$ cat config.mk
export PLATFORM = sky130hd
export DESIGN_NAME = uart_param
export DESIGN_NICKNAME = d
export VERILOG_FILES = /design/src/rtl/uart_param.sv
export SDC_FILE = /design/constraint.sdc
export NUM_CORES = 1
export LEC_CHECK = 0
export BUFFER_PORTS_ARGS = -buffer_cell sky130_fd_sc_hd__buf_2
export CAP_MARGIN = 25
export CORE_UTILIZATION = 50
export DETAILED_ROUTE_END_ITERATION = 7
export GPL_TIMING_DRIVEN = 0
export PLACE_DENSITY = 0.76
export SLEW_MARGIN = 20
export SYNTH_ARGS = -nofsm -noshare
export SYNTH_HDL_FRONTEND = slang
export SYNTH_SLANG_ARGS = --single-unit
$ cat constraint.sdc
create_clock -name clk -period 7 [get_ports clk]
set_clock_uncertainty 0.2 [all_clocks]
set_input_delay 0.7 -clock clk [delete_from_list [all_inputs] [get_ports clk]]
set_output_delay 0.7 -clock clk [all_outputs]
set_load 0.005 [all_outputs]
$ cat src/rtl/uart_param.sv
// rtl/uart_param.sv - parametrised UART with memory-mapped registers and TX/RX FIFOs
// Optional parity generation/checking is compiled in with `define UART_PARAM_PARITY_EN.

// Synchronous FIFO; a push into a full FIFO only succeeds alongside a pop.
module uart_param_fifo #(
  parameter int WIDTH = 8,
  parameter int DEPTH = 16,
  parameter int LVL_W = $clog2(DEPTH) + 1
) (
  input  logic             clk_i,
  input  logic             reset_i,
  input  logic             push_i,
  input  logic [WIDTH-1:0] data_i,
  input  logic             pop_i,
  output logic [WIDTH-1:0] data_o,
  output logic [LVL_W-1:0] level_o,
  output logic             full_o,
  output logic             empty_o
);
  localparam int PTR_W = $clog2(DEPTH);

  logic [WIDTH-1:0] mem_q [DEPTH];
  logic [PTR_W-1:0] wr_q, rd_q;
  logic [LVL_W-1:0] lvl_q;
  logic             do_push, do_pop;

  assign full_o  = (lvl_q == LVL_W'(DEPTH));
  assign empty_o = (lvl_q == '0);
  assign do_pop  = pop_i && !empty_o;
  assign do_push = push_i && (!full_o || do_pop);
  assign data_o  = mem_q[rd_q];
  assign level_o = lvl_q;

  // Pointer and level bookkeeping; pointers wrap naturally at the power-of-two depth.
  always_ff @(posedge clk_i) begin
    if (reset_i) begin
      wr_q  <= '0;
      rd_q  <= '0;
      lvl_q <= '0;
    end else begin
      if (do_push) wr_q <= wr_q + PTR_W'(1);
      if (do_pop)  rd_q <= rd_q + PTR_W'(1);
      lvl_q <= lvl_q + LVL_W'(do_push) - LVL_W'(do_pop);
    end
  end

  // Storage array, written only on an accepted push.
  always_ff @(posedge clk_i) begin
    if (do_push) mem_q[wr_q] <= data_i;
  end
endmodule

module uart_param #(
  parameter int DATA_BITS  = 8,
  parameter int FIFO_DEPTH = 16,
  parameter int LVL_W      = $clog2(FIFO_DEPTH) + 1
) (
  input  logic        clk,
  input  logic        reset,
  input  logic [3:0]  reg_we,
  input  logic [3:0]  reg_re,
  input  logic [3:0]  reg_addr,
  input  logic [31:0] reg_di,
  output logic [31:0] reg_do,
  output logic        ready,
  input  logic        uart_rx,
  output logic        uart_tx
);
  typedef enum logic [2:0] {S_IDLE, S_START, S_DATA, S_PARITY, S_STOP} state_t;

  logic        we_any, re_any, accept;
  logic        ready_q;
  logic [31:0] reg_do_q, rdata;
  logic [4:0]  cfg_q, cfg_wr;
  logic [15:0] div_q, div_cnt_q;
  logic        tick;
  logic        ovr_q, frm_q, perr_q;
  logic        par_en, par_odd;
  logic        unused_bits;

  // FIFO wiring
  logic                 tx_push, tx_pop, tx_full, tx_empty;
  logic [DATA_BITS-1:0] tx_dout;
  logic [LVL_W-1:0]     tx_lvl;
  logic                 rx_push, rx_pop, rx_full, rx_empty;
  logic [DATA_BITS-1:0] rx_dout;
  logic [LVL_W-1:0]     rx_lvl;

  // TX state
  state_t               tx_state_q, tx_state_d;
  logic [3:0]           tx_tcnt_q, tx_tcnt_d;
  logic [2:0]           tx_bit_q, tx_bit_d;
  logic [DATA_BITS-1:0] tx_shift_q, tx_shift_d;
  logic                 tx_par_q, tx_par_d;
  logic                 tx_line_q, tx_line_d;

  // RX state
  logic                 rx_s1_q, rx_s2_q, rx_prev_q;
  state_t               rx_state_q, rx_state_d;
  logic [3:0]           rx_tcnt_q, rx_tcnt_d;
  logic [2:0]           rx_bit_q, rx_bit_d;
  logic [DATA_BITS-1:0] rx_shift_q, rx_shift_d;
  logic                 rx_pbit_q, rx_pbit_d;
  logic                 rx_sample, rx_bit_end, frm_set, perr_set, ovr_set;

`ifdef UART_PARAM_PARITY_EN
  assign par_en  = cfg_q[1] ^ cfg_q[0];
  assign par_odd = cfg_q[1];
  assign cfg_wr  = reg_di[4:0];
`else
  assign par_en  = 1'b0;
  assign par_odd = 1'b0;
  assign cfg_wr  = {reg_di[4:2], 2'b00};
`endif

  assign we_any      = |reg_we;
  assign re_any      = |reg_re;
  assign accept      = (we_any || re_any) && !ready_q;
  assign tx_push     = accept && we_any && (reg_addr == 4'd3);
  assign rx_pop      = accept && !we_any && re_any && (reg_addr == 4'd4);
  assign ready       = ready_q;
  assign reg_do      = reg_do_q;
  assign uart_tx     = tx_line_q;
  assign unused_bits = ^reg_di[31:16];

  uart_param_fifo #(.WIDTH(DATA_BITS), .DEPTH(FIFO_DEPTH), .LVL_W(LVL_W)) u_tx_fifo (
    .clk_i(clk), .reset_i(reset), .push_i(tx_push), .data_i(reg_di[DATA_BITS-1:0]),
    .pop_i(tx_pop), .data_o(tx_dout), .level_o(tx_lvl), .full_o(tx_full), .empty_o(tx_empty)
  );

  uart_param_fifo #(.WIDTH(DATA_BITS), .DEPTH(FIFO_DEPTH), .LVL_W(LVL_W)) u_rx_fifo (
    .clk_i(clk), .reset_i(reset), .push_i(rx_push), .data_i(rx_shift_q),
    .pop_i(rx_pop), .data_o(rx_dout), .level_o(rx_lvl), .full_o(rx_full), .empty_o(rx_empty)
  );

  // Register read mux, evaluated on the acceptance clock (before any RX pop lands).
  always_comb begin
    rdata = '0;
    case (reg_addr)
      4'd0: rdata = {27'd0, cfg_q};
      4'd1: rdata = {16'd0, div_q};
      4'd2: rdata = {24'd0, (tx_state_q != S_IDLE), perr_q, frm_q, ovr_q,
                     rx_empty, rx_full, tx_empty, tx_full};
      4'd4: rdata = rx_empty ? 32'd0 : 32'(rx_dout);
      4'd5: rdata = ((32'(rx_lvl) & 32'hFF) << 16) | (32'(tx_lvl) & 32'hFF);
      default: rdata = '0;
    endcase
  end

  // One-cycle acknowledge; read data is only presented alongside ready, and a write wins.
  always_ff @(posedge clk) begin
    if (reset) begin
      ready_q  <= 1'b0;
      reg_do_q <= '0;
    end else begin
      ready_q  <= accept;
      reg_do_q <= (accept && !we_any) ? rdata : 32'd0;
    end
  end

  // CFG and DIV configuration registers.
  always_ff @(posedge clk) begin
    if (reset) begin
      cfg_q <= 5'h18;
      div_q <= '0;
    end else if (accept && we_any) begin
      if (reg_addr == 4'd0) cfg_q <= cfg_wr;
      if (reg_addr == 4'd1) div_q <= reg_di[15:0];
    end
  end

  // Sticky error flags: events set, writing 1 to STAT clears; a same-cycle event wins.
  always_ff @(posedge clk) begin
    if (reset) begin
      ovr_q  <= 1'b0;
      frm_q  <= 1'b0;
      perr_q <= 1'b0;
    end else begin
      ovr_q  <= (ovr_q  & ~(accept && we_any && reg_addr == 4'd2 && reg_di[4])) | ovr_set;
      frm_q  <= (frm_q  & ~(accept && we_any && reg_addr == 4'd2 && reg_di[5])) | frm_set;
      perr_q <= (perr_q & ~(accept && we_any && reg_addr == 4'd2 && reg_di[6])) | perr_set;
    end
  end

  // Oversample tick generator; >= keeps a smaller DIV from wrapping the counter.
  always_ff @(posedge clk) begin
    if (reset) div_cnt_q <= '0;
    else       div_cnt_q <= tick ? 16'd0 : div_cnt_q + 16'd1;
  end
  assign tick = (div_cnt_q >= div_q);

  // TX state register; the line is registered so it only moves with state on a tick.
  always_ff @(posedge clk) begin
    if (reset) begin
      tx_state_q <= S_IDLE;
      tx_tcnt_q  <= '0;
      tx_bit_q   <= '0;
      tx_shift_q <= '0;
      tx_par_q   <= 1'b0;
      tx_line_q  <= 1'b1;
    end else begin
      tx_state_q <= tx_state_d;
      tx_tcnt_q  <= tx_tcnt_d;
      tx_bit_q   <= tx_bit_d;
      tx_shift_q <= tx_shift_d;
      tx_par_q   <= tx_par_d;
      tx_line_q  <= tx_line_d;
    end
  end

  // TX next state: each bit spans 16 ticks; the FIFO pops as the frame starts.
  always_comb begin
    tx_state_d = tx_state_q;
    tx_tcnt_d  = tx_tcnt_q;
    tx_bit_d   = tx_bit_q;
    tx_shift_d = tx_shift_q;
    tx_par_d   = tx_par_q;
    tx_pop     = 1'b0;
    case (tx_state_q)
      S_IDLE: begin
        if (tick && cfg_q[3] && !tx_empty) begin
          tx_pop     = 1'b1;
          tx_state_d = S_START;
          tx_tcnt_d  = '0;
          tx_bit_d   = '0;
          tx_shift_d = tx_dout;
          tx_par_d   = (^tx_dout) ^ par_odd;
        end
      end
      default: begin
        if (tick) begin
          tx_tcnt_d = tx_tcnt_q + 4'd1;
          if (tx_tcnt_q == 4'd15) begin
            case (tx_state_q)
              S_START: begin
                tx_state_d = S_DATA;
                tx_bit_d   = '0;
              end
              S_DATA: begin
                if (tx_bit_q == 3'(DATA_BITS - 1)) begin
                  tx_state_d = par_en ? S_PARITY : S_STOP;
                  tx_bit_d   = '0;
                end else begin
                  tx_shift_d = tx_shift_q >> 1;
                  tx_bit_d   = tx_bit_q + 3'd1;
                end
              end
              S_PARITY: begin
                tx_state_d = S_STOP;
                tx_bit_d   = '0;
              end
              default: begin
                if (cfg_q[2] && tx_bit_q == 3'd0) tx_bit_d = 3'd1;
                else                              tx_state_d = S_IDLE;
              end
            endcase
          end
        end
      end
    endcase
    case (tx_state_d)
      S_START:  tx_line_d = 1'b0;
      S_DATA:   tx_line_d = tx_shift_d[0];
      S_PARITY: tx_line_d = tx_par_d;
      default:  tx_line_d = 1'b1;
    endcase
  end

  // RX synchroniser, edge-detect history and FSM state register.
  always_ff @(posedge clk) begin
    if (reset) begin
      rx_s1_q    <= 1'b1;
      rx_s2_q    <= 1'b1;
      rx_prev_q  <= 1'b1;
      rx_state_q <= S_IDLE;
      rx_tcnt_q  <= '0;
      rx_bit_q   <= '0;
      rx_shift_q <= '0;
      rx_pbit_q  <= 1'b0;
    end else begin
      rx_s1_q    <= uart_rx;
      rx_s2_q    <= rx_s1_q;
      rx_prev_q  <= rx_s2_q;
      rx_state_q <= rx_state_d;
      rx_tcnt_q  <= rx_tcnt_d;
      rx_bit_q   <= rx_bit_d;
      rx_shift_q <= rx_shift_d;
      rx_pbit_q  <= rx_pbit_d;
    end
  end

  assign rx_sample  = tick && (rx_tcnt_q == 4'd7);
  assign rx_bit_end = tick && (rx_tcnt_q == 4'd15);
  assign ovr_set    = rx_push && rx_full && !rx_pop;

  // RX next state: mid-bit sampling, glitch rejection on the start bit, push on a good stop bit.
  always_comb begin
    rx_state_d = rx_state_q;
    rx_tcnt_d  = rx_tcnt_q;
    rx_bit_d   = rx_bit_q;
    rx_shift_d = rx_shift_q;
    rx_pbit_d  = rx_pbit_q;
    rx_push    = 1'b0;
    frm_set    = 1'b0;
    perr_set   = 1'b0;
    if (rx_state_q != S_IDLE && tick) rx_tcnt_d = rx_tcnt_q + 4'd1;
    case (rx_state_q)
      S_IDLE: begin
        if (rx_prev_q && !rx_s2_q) begin
          rx_state_d = S_START;
          rx_tcnt_d  = '0;
        end
      end
      S_START: begin
        if (rx_sample && rx_s2_q) begin
          rx_state_d = S_IDLE;
        end else if (rx_bit_end) begin
          rx_state_d = S_DATA;
          rx_bit_d   = '0;
        end
      end
      S_DATA: begin
        if (rx_sample) rx_shift_d = {rx_s2_q, rx_shift_q[DATA_BITS-1:1]};
        if (rx_bit_end) begin
          if (rx_bit_q == 3'(DATA_BITS - 1)) begin
            rx_state_d = par_en ? S_PARITY : S_STOP;
            rx_bit_d   = '0;
          end else begin
            rx_bit_d = rx_bit_q + 3'd1;
          end
        end
      end
      S_PARITY: begin
        if (rx_sample)  rx_pbit_d  = rx_s2_q;
        if (rx_bit_end) rx_state_d = S_STOP;
      end
      default: begin
        if (rx_sample) begin
          rx_state_d = S_IDLE;
          if (!rx_s2_q) begin
            frm_set = 1'b1;
          end else begin
            rx_push  = 1'b1;
            perr_set = par_en && (rx_pbit_q != ((^rx_shift_q) ^ par_odd));
          end
        end
      end
    endcase
    if (!cfg_q[4]) begin
      rx_state_d = S_IDLE;
      rx_push    = 1'b0;
      frm_set    = 1'b0;
      perr_set   = 1'b0;
    end
  end
endmodule

==> results.toml <==
[outcome]
status = "finished, final reports clean"

[placed_design]
post-place-ws_ps = 2603
hpwl_mm = 24.71
io_buffer_count = 51
place_congestion = 0.8698

[worst_setup_path]
end_kind = "flop"
critPathArrivalTime_ps = 4650
crit_type = "reg -> reg"
critPathLaunchType = "flop"
cp_max_fo = 10
critPathRequiredTime_ps = 7200

[clock_tree]
cts_num_sinks = 391
cts_buffers = 40
cts_root_buf = "clkbuf_16"
ctsHoldBuffers = 0
cts_setup_buffers = 0
clk_pin_slew_worst_paths_ps = 60
cts_buffer_depth = 3
ctsResizeCount = 0
cts_tree = "done"
htree_num_levels = 2
insertion_delay_ps = 560

[sta]
worst_pin_slew_ps = 1080
period_share_pct = 63.52
finalMaxSlewViolations = 0
min_period_ps = 4446
hold_viol = 0
slew_headroom_pct = 27.33
setup_ws_ps = 2554
clock.fmax_ghz = 0.2249
rsz0062_at_grt = "false"
final-setup-viol-count = 0
finalSetupTns_ps = 0

[routing]
vias_per_cell = 5.713
routedWlPerCell_um = 21.01
drt_iter0_markers = 905
drtAntennaViolNets = 0
drc = 0
vias = 9867
firstDrtPassIters = 5
routed_wl_mm = 36.29

[grt]
grt_usage_pct = 22.34
antenna_found_initial = 4
use_met1_pct = 28.33
grtUsageMet3_pct = 5.668
grt_pass1_vias = 9676
grt_overflow_total = 0
gr-usage-met2_pct = 36.97
grt_pass1_wl_mm = 55.76
grt_max_degree = 20
grt-busiest-layer = "met2"

[synthesis]
synth_seq_area_share_pct = 63.87
synth_area_leaders = "edfxtp_1, dfxtp_1, mux4_2, ha_1, nor2_1"
synth_top_flop_cell = "edfxtp_1"
synth_top_cell_area_share_pct = 47.25
synth_top_cells_by_count = "edfxtp_1, dfxtp_1, nor2_1, nand2_1, mux4_2"
netlist_area_um2 = 16270
ys_warn_count = 0
async_flop_share_pct = 0
yosysMostFrequentCell = "edfxtp_1"
ys_seq_elements = 391
syn_area_per_cell_um2 = 14.08
yosysTopAreaCell = "edfxtp_1"
synth-edff-count = 256
yosysUniqueCellTypes = 65
netlist_instances = 1155

[cells_and_area]
drive_gt1_share_pct = 16.81
nNetsFinal = 1353
area_growth_pct = 13.47

[die]
core_um2 = 31800
dieArea_um2 = 33260
die_w_um = 182.4
start_util_pct = 51.16
rows = 65
ios = 81
die_h_um = 182.4

[run]
drv_cap = 0

[power]
p_per_area_nw_per_um2 = 291.4
p_leak_nw = 6.435
peakVddDrop_v = 0.0002494

[min_path]
worstHoldPathType = "in -> reg"
## layout make-up
class,count,area (µm²)
diodes,1,2.502
plain buffers,63,315.3
clock buffers,59,1174
clock inverters,15,163.9
fillers,2423,13340
inverters,41,153.9
multi-input cells,670,5456
flip-flops and latches,391,10390
well taps,435,544.3
repair buffers,52,260.3
## logic make-up (layout without fill, tap and decap cells)
family                     count (synthesis)  in the layout  synth area share (%)
muxes                                     92             92                 11.34
DFF                                      391            391                 63.87
adders and majority gates                 47             47                 3.707
xor gates and xnor gates                  44             44                 2.369
and+or+nand+nor                          343            343                 10.16
buffers and inverters                    104            230                 2.884
AOI/OAI and AO/OA                        133            133                 5.645
other                                      1             12               0.02305
## registers in the layout, indices dropped and copies added, names as in the netlist, 5 cells and up, named ones only
signal / cells
div_cnt_q: 16
rx_shift_q: 8
u_rx_fifo.level_o: 5
div_q: 16
tx_shift_q: 8
reg_do: 21
u_rx_fifo.mem_q: 128
u_tx_fifo.mem_q: 128
u_tx_fifo.level_o: 5
## cells in the final DEF (no fill, tap or decap), types with 7 or more instances in the layout
master / count
nor3_1: 19
mux2i_1: 19
clkbuf_16: 41
inv_1: 42
o21ai_0: 10
xor2_1: 22
clkbuf_8: 8
nand3_1: 21
clkbuf_1: 39
mux4_2: 66
ha_1: 45
nand2_1: 75
clkinv_2: 7
nand2b_1: 10
buf_2: 63
edfxtp_1: 256
dfxtp_1: 135
buf_1: 10
nor2_1: 112
a21oi_1: 50
nand4_1: 7
and3_1: 36
or3_1: 7
xnor2_1: 22
buf_4: 11
a22oi_1: 21
conb_1: 11
nor2b_1: 23
## metal layers
metal	routed length [µm]	vias to the layer above
li1	-	4514
met1	14630	4851
met2	17440	423
met3	3055	75
met4	1131	4
met5	27	-
## metrics by stage
step | instances | hold slack [ps] | utilization, % | area [µm²] | power (W)
global route | 1727 | 178.6 | 58.05 | 18460 | 0.005571
detailed placement | 1652 | 208.0 | 53.84 | 17120 | 0.003273
global placement | 1651 | 199.2 | 53.79 | 17110 | 0.003254
CTS | 1726 | 155.3 | 58.04 | 18460 | 0.005404
finish | 1727 | 171.8 | 58.05 | 18460 | 0.005380
floorplan | 1165 | 189.5 | - | 16310 | 0.003087
## final timing paths
path                 start                    to  slack (ps)  cells after the start
hold / removal     uart_rx               rx_s1_q         170                      2
setup reg to reg  div_q[7]  u_rx_fifo.level_o[4]        2550                     19
hold reg to reg    rx_s1_q               rx_s2_q         220                      1
setup / recovery  div_q[7]  u_rx_fifo.level_o[4]        2550                     19
## worst max-delay path, stage by stage (launching register included)
cell and delay (ps):
dfxtp_1 420, inv_1 70, ha_1 310, nand2_1 60, o21ai_1 130, a21oi_1 70, or2_0 210, clkbuf_1 270
a2111oi_2 830, and2_1 220, buf_2 160, buf_2 250, ha_1 210, inv_1 50, fa_1 400, inv_1 70
a21oi_1 60, nor2_1 120, or3_1 120, a21oi_1 50
## where the power goes
group	leakage (nW)	internal [W]	switching (W)
Clock	0.665	0.00125	0.000893
Sequential	3.43	0.00250	0.0000453
Combinational	2.34	0.000303	0.000393
(Power assumes the default switching activity.)
